### src/rtl/sd_init_sequencer.sv
// SPI-mode SD card init sequencer: power-up idle, CMD0, CMD8, CMD55/ACMD41 loop
// and CMD58, driving the sd_controller command port and reporting ready/error.
module sd_init_sequencer #(
  parameter int unsigned POWERUP_CYCLES = 80,
  parameter int unsigned TIMEOUT_CYCLES = 1024,
  parameter int unsigned MAX_RETRIES    = 255,
  parameter int unsigned NRESP_W        = 4
) (
  input  logic               clk,
  input  logic               rst_n,
  input  logic               init_start,
  output logic               busy,
  output logic               ready,
  output logic               error,
  output logic [2:0]         err_code,
  output logic               sdhc,
  output logic [5:0]         sd_cmd,
  output logic [31:0]        sd_arg,
  output logic [6:0]         sd_crc,
  output logic [NRESP_W-1:0] sd_nresponse,
  output logic               sd_start,
  input  logic               sd_done,
  input  logic [7:0]         rsp_r1,
  input  logic [31:0]        rsp_tail
);

  localparam int unsigned CNT_MAX = (POWERUP_CYCLES > TIMEOUT_CYCLES) ? POWERUP_CYCLES
                                                                       : TIMEOUT_CYCLES;
  localparam int unsigned CNT_W   = $clog2(CNT_MAX + 1);
  localparam int unsigned ATT_W   = 8;

  localparam logic [2:0] ERR_TIMEOUT = 3'd1;
  localparam logic [2:0] ERR_CMD0    = 3'd2;
  localparam logic [2:0] ERR_CMD8    = 3'd3;
  localparam logic [2:0] ERR_ACMD41  = 3'd4;
  localparam logic [2:0] ERR_CMD58   = 3'd5;

  typedef enum logic [3:0] {
    S_IDLE, S_PWRUP, S_CMD0, S_CMD8, S_CMD55, S_ACMD41, S_CMD58, S_READY, S_ERROR
  } state_t;

  state_t             state, state_d;
  logic [CNT_W-1:0]   cnt, cnt_d;
  logic [ATT_W-1:0]   attempts, attempts_d;
  logic               v2, v2_d;
  logic [2:0]         err_code_d;
  logic               sdhc_d;
  logic [5:0]         sd_cmd_d;
  logic [31:0]        sd_arg_d;
  logic [6:0]         sd_crc_d;
  logic [NRESP_W-1:0] sd_nresponse_d;
  logic               sd_start_d;
  logic [2:0]         fail;

  // Only the echo pattern and the CCS bit of the response tail matter here.
  logic tail_unused;
  assign tail_unused = ^{rsp_tail[31], rsp_tail[29:12]};

  // Next-state logic; in a command state a low sd_start means the WAIT phase.
  always_comb begin
    state_d        = state;
    cnt_d          = cnt;
    attempts_d     = attempts;
    v2_d           = v2;
    err_code_d     = err_code;
    sdhc_d         = sdhc;
    sd_cmd_d       = sd_cmd;
    sd_arg_d       = sd_arg;
    sd_crc_d       = sd_crc;
    sd_nresponse_d = sd_nresponse;
    sd_start_d     = 1'b0;
    fail           = 3'd0;

    unique case (state)
      S_IDLE, S_READY, S_ERROR: begin
        if (init_start) begin
          state_d    = S_PWRUP;
          cnt_d      = '0;
          attempts_d = '0;
          v2_d       = 1'b0;
          err_code_d = 3'd0;
          sdhc_d     = 1'b0;
        end
      end
      S_PWRUP: begin
        if (cnt == CNT_W'(POWERUP_CYCLES - 1)) state_d = S_CMD0;
        else                                   cnt_d   = cnt + CNT_W'(1);
      end
      default: begin
        cnt_d = cnt + CNT_W'(1);
        if (!sd_start) begin
          if (sd_done) begin
            case (state)
              S_CMD0: begin
                if (rsp_r1 == 8'h01) state_d = S_CMD8;
                else                 fail    = ERR_CMD0;
              end
              S_CMD8: begin
                if (rsp_r1 == 8'h01 && rsp_tail[11:0] == 12'h1AA) begin
                  v2_d    = 1'b1;
                  state_d = S_CMD55;
                end else if (rsp_r1 == 8'h05) begin
                  v2_d    = 1'b0;
                  state_d = S_CMD55;
                end else begin
                  fail = ERR_CMD8;
                end
              end
              S_CMD55: begin
                if (rsp_r1 == 8'h00 || rsp_r1 == 8'h01) state_d = S_ACMD41;
                else                                    fail    = ERR_ACMD41;
              end
              S_ACMD41: begin
                if (rsp_r1 == 8'h00) begin
                  state_d = v2 ? S_CMD58 : S_READY;
                  if (!v2) sdhc_d = 1'b0;
                end else if (rsp_r1 == 8'h01 && attempts < ATT_W'(MAX_RETRIES)) begin
                  state_d = S_CMD55;
                end else begin
                  fail = ERR_ACMD41;
                end
              end
              S_CMD58: begin
                if (rsp_r1 == 8'h00) begin
                  sdhc_d  = rsp_tail[30];
                  state_d = S_READY;
                end else begin
                  fail = ERR_CMD58;
                end
              end
              default: ;
            endcase
          end else if (cnt == CNT_W'(TIMEOUT_CYCLES - 1)) begin
            fail = ERR_TIMEOUT;
          end
        end
      end
    endcase

    if (fail != 3'd0) begin
      state_d    = S_ERROR;
      err_code_d = fail;
    end

    // Entering a command state is the ISSUE cycle: strobe and load the command.
    if (state_d != state && state_d inside {S_CMD0, S_CMD8, S_CMD55, S_ACMD41, S_CMD58}) begin
      sd_start_d     = 1'b1;
      cnt_d          = '0;
      sd_arg_d       = 32'h0000_0000;
      sd_crc_d       = 7'h7F;
      sd_nresponse_d = NRESP_W'(1);
      case (state_d)
        S_CMD0: begin
          sd_cmd_d = 6'd0;
          sd_crc_d = 7'h4A;
        end
        S_CMD8: begin
          sd_cmd_d       = 6'd8;
          sd_arg_d       = 32'h0000_01AA;
          sd_crc_d       = 7'h43;
          sd_nresponse_d = NRESP_W'(5);
        end
        S_CMD55: sd_cmd_d = 6'd55;
        S_ACMD41: begin
          sd_cmd_d   = 6'd41;
          sd_arg_d   = v2_d ? 32'h4000_0000 : 32'h0000_0000;
          attempts_d = attempts + ATT_W'(1);
        end
        S_CMD58: begin
          sd_cmd_d       = 6'd58;
          sd_nresponse_d = NRESP_W'(5);
        end
        default: ;
      endcase
    end
  end

  // State and registered outputs.
  always_ff @(posedge clk or negedge rst_n) begin
    if (!rst_n) begin
      state        <= S_IDLE;
      cnt          <= '0;
      attempts     <= '0;
      v2           <= 1'b0;
      busy         <= 1'b0;
      ready        <= 1'b0;
      error        <= 1'b0;
      err_code     <= 3'd0;
      sdhc         <= 1'b0;
      sd_cmd       <= 6'd0;
      sd_arg       <= 32'h0000_0000;
      sd_crc       <= 7'h00;
      sd_nresponse <= '0;
      sd_start     <= 1'b0;
    end else begin
      state        <= state_d;
      cnt          <= cnt_d;
      attempts     <= attempts_d;
      v2           <= v2_d;
      busy         <= state_d inside {S_PWRUP, S_CMD0, S_CMD8, S_CMD55, S_ACMD41, S_CMD58};
      ready        <= (state_d == S_READY);
      error        <= (state_d == S_ERROR);
      err_code     <= err_code_d;
      sdhc         <= sdhc_d;
      sd_cmd       <= sd_cmd_d;
      sd_arg       <= sd_arg_d;
      sd_crc       <= sd_crc_d;
      sd_nresponse <= sd_nresponse_d;
      sd_start     <= sd_start_d;
    end
  end

endmodule

### config.mk
export PLATFORM = sky130hd
export DESIGN_NAME = sd_init_sequencer
export DESIGN_NICKNAME = d
export VERILOG_FILES = /design/src/rtl/sd_init_sequencer.sv
export SDC_FILE = /design/constraint.sdc
export NUM_CORES = 1
export LEC_CHECK = 0
export ABC_AREA = 0
export CAP_MARGIN = 10
export CORE_AREA = 8 8 65 122
export CTS_CLUSTER_DIAMETER = 80
export DETAILED_ROUTE_END_ITERATION = 6
export DIE_AREA = 0 0 73 130
export HOLD_SLACK_MARGIN = 0.12
export PLACE_DENSITY = 0.83
export SYNTH_ARGS = -nofsm -noshare
export SYNTH_HDL_FRONTEND = slang
export SYNTH_SLANG_ARGS = --single-unit
### constraint.sdc
create_clock -name clk -period 6.45 [get_ports clk]
set_input_delay 0.9675 -clock clk [delete_from_list [all_inputs] [get_ports clk]]
set_output_delay 0.9675 -clock clk [all_outputs]
set_load 0.05 [all_outputs]
==> results.cfg <==
[outcome]
outcome = finished clean

[placed_design]
postPlaceCellArea_mm2 = 0.00343
io_buffers = 53
preCtsSetupSlack_ns = 1.44
dpl.hpwl_mm = 5.84
gp_congestion = 0.970

[global_routing]
antenna_found_initial = 0
grt_pass1_vias = 2585
grt-ovfl-total = 0
grt_max_degree = 45
grt_util_all_layers = 0.166
grt_pass1_wl_mm = 12.2

[clock_tree]
cts_resized = 0
cts_root_buffer = clkbuf_16
cts_setup_buffers = 0
cts_tree = done
worstSkewPairLatency_ns = 0.29
numCtsBuffers = 5
clock_sinks = 44
clockBufferDepth = 2
cts_max_level = 2
clk_pin_slew_ns = 0.06
hold_buffers = 0

[power_and_ir_drop]
power.density_mw_per_mm2 = 385
p_total_mw = 1.37
vdd_drop_max_mv = 0.311
leakagePower_nw = 1.51

[timing]
maxSlewHeadroom = 0.274
grt_setup_unrepaired = no
finalMaxSlewViolations = 0
hold_violations = 0
fin_worst_skew_ns = 0.00619
fin_tns_setup_ns = 0
worst_slack_ns = 1.66
period_minus_slack_ns = 4.79
clock.fmax_ghz = 0.209
period_share = 0.742
setup_violations = 0
tightest_slew_ns = 1.09

[synthesis]
synth_flop_cell = dfrtp_1
ys_warn_count = 0
synth_edf_count = 0
ys_types = 76
synth.area.top_cells = dfrtp_1 36%, buf_4 9.4%, nor3_1 3.0%, nor2_1 2.8%, nand3_1 2.6%
syn_inst = 326
synth_top_cell_by_area = dfrtp_1
synth_area_mm2 = 0.00304
avgSynthCellArea_um2 = 9.31
yosys.area.top_type_share = 0.363
synth-seq-cells = 44
ys_seq_area_frac = 0.363
async_flop_share = 1.00

[floorplanning]
die_h_um = 130
design.die.area_mm2 = 0.00949
die_x_um = 73
start_util = 0.481
io_pins = 101
fp.coreArea_mm2 = 0.00631
row_count = 41

[final_layout]
seq_area_mm2 = 0.00110
n_fill_cell = 563
area_delta_synth_final_pct = 17.5
n_antenna_cell = 0
finalInstanceArea_mm2 = 0.00357
drive_gt1_frac = 0.0994
multi_input_area_mm2 = 0.00164
nNetsFinal = 408

[job]
drv_cap = 0

[routing]
drtIter0Drc = 108
post_drt_wl_per_cell_um = 17.4
routed_via_density = 5.68
ant_nets = 0
drc = 0
num_vias = 2544
dr.pass1.iters = 5
drt_wl_total_mm = 7.80

[worst_setup_path]
crit_path_max_fanout = 22
setup.worst_path.end_class = register
criticalPathCategory = input pin to register
r2r-end = sd_cmd[2]
r2r_start = state[0]
reg2reg_depth = 8
arrival_ns = 4.96
crit_required_ns = 6.62
start_kind = input pin
reg2reg_slack_ns = 2.31

[worst_hold_path]
hold_depth = 1
holdPathEnd = sdhc
min_path_type = register to register
min-delay-start = sdhc
## worst max-delay path, stage by stage
cell and delay [ns]:
clkdlybuf4s50_1 0.59, nor4_1 0.54, a211o_1 0.26, a31oi_1 0.17, nor4_1 0.64, nand2_1 0.24, nor3_1 0.28, a2bb2oi_2 0.84
mux2_2 0.42
## cell type report
class / count / share of cell area
clock buffers: 5 / 0.0351
clock inverters: 2 / 0.00351
inverters: 12 / 0.0126
multi-input cells: 245 / 0.461
flip-flops and latches: 44 / 0.309
well taps: 86 / 0.0302
repair buffers: 54 / 0.149
## state kept, by name (all words and copies together), names as in the netlist
| name | flops |
|---|---|
| state | 4 |
| cnt | 11 |
| sd_nresponse | 1 |
| attempts | 8 |
| sd_arg | 2 |
| sd_start | 1 |
| v2 | 1 |
| err_code | 3 |
| ready | 1 |
| sdhc | 1 |
| error | 1 |
| busy | 1 |
| sd_crc | 4 |
| sd_cmd | 5 |
## cell usage after synthesis, drive strengths merged, types with 2 or more instances
library cell	n
nor4b	3
a2bb2oi	2
nor4	6
dfrtp	44
mux2	3
a21boi	2
ha	2
nor4bb	2
a21oi	6
inv	12
nand2b	9
and3	9
or2	7
nor2	23
nand2	16
a31o	7
a311o	2
a32oi	2
clkbuf	5
buf	47
nand3	16
xor2	4
o22ai	2
nor3	18
a22oi	2
a32o	2
or3	2
o21ai	12
o41ai	4
a211oi	9
o211ai	2
a311oi	2
o31ai	3
or3b	3
a31oi	4
or4	4
xnor2	6
or4b	2
## cell usage in the layout (no fill, tap or decap), drive strengths merged, types with 5 or more instances in the layout
cell type / Yosys / layout
conb: 1 / 28
inv: 12 / 12
a211oi: 9 / 9
and3: 9 / 9
xnor2: 6 / 6
a21oi: 6 / 6
nor2: 23 / 23
nor4: 6 / 6
nand2: 16 / 16
clkbuf: 5 / 5
nor3: 18 / 18
o21ai: 12 / 12
clkdlybuf4s50: 0 / 52
or2: 7 / 7
nand3: 16 / 16
dfrtp: 44 / 44
a31o: 7 / 7
nand2b: 9 / 9
## stage by stage
step           hold slack, ns  std cells   util
5_1_grt                 0.507        448  0.565
4_1_cts                 0.495        448  0.565
3_3_place_gp            0.465        441  0.544
3_5_place_dp            0.483        441  0.544
2_1_floorplan           0.501        353      -
6_report                0.489        448  0.565
## worst max-delay path by stage
stage                   start        end  slack, ns  depth (start not counted)
floorplan           rsp_r1[1]  sd_cmd[4]       3.02                          9
global placement    rsp_r1[1]  sd_cmd[2]       1.44                          9
detailed placement  rsp_r1[1]  sd_cmd[4]       1.44                          9
CTS                 rsp_r1[0]  sd_cmd[4]       1.73                          9
global route        rsp_r1[0]  sd_cmd[4]       1.49                          9
finish              rsp_r1[0]  sd_cmd[2]       1.66                          9
## logic make-up (layout without fill, tap and decap cells)
logic type                 count (synthesis)  in the layout  synth area share
and+or+nand+nor                          127            127             0.253
buffers and inverters                     64             73             0.130
xor gates and xnor gates                  10             10            0.0288
muxes                                      4              4            0.0157
other                                      1             28           0.00123
DFF                                       44             44             0.363
adders and majority gates                  2              2           0.00824
AOI/OAI and AO/OA                         74             74             0.201
## report_power, final
group / internal (mW) / total (mW) / switching (mW)
clock network: 0.141 / 0.246 / 0.106
logic: 0.234 / 0.728 / 0.494
registers: 0.327 / 0.400 / 0.0727
total: 0.701 / 1.37 / 0.672
## per-layer routing
metal,up-vias,global-route usage,routed length (um)
met5,-,0,0
met4,0,0.107,231
met3,20,0.0369,419
met1,1239,0.150,2600
li1,1203,-,-
met2,82,0.316,4550
Power figures use the tool's default switching activity.
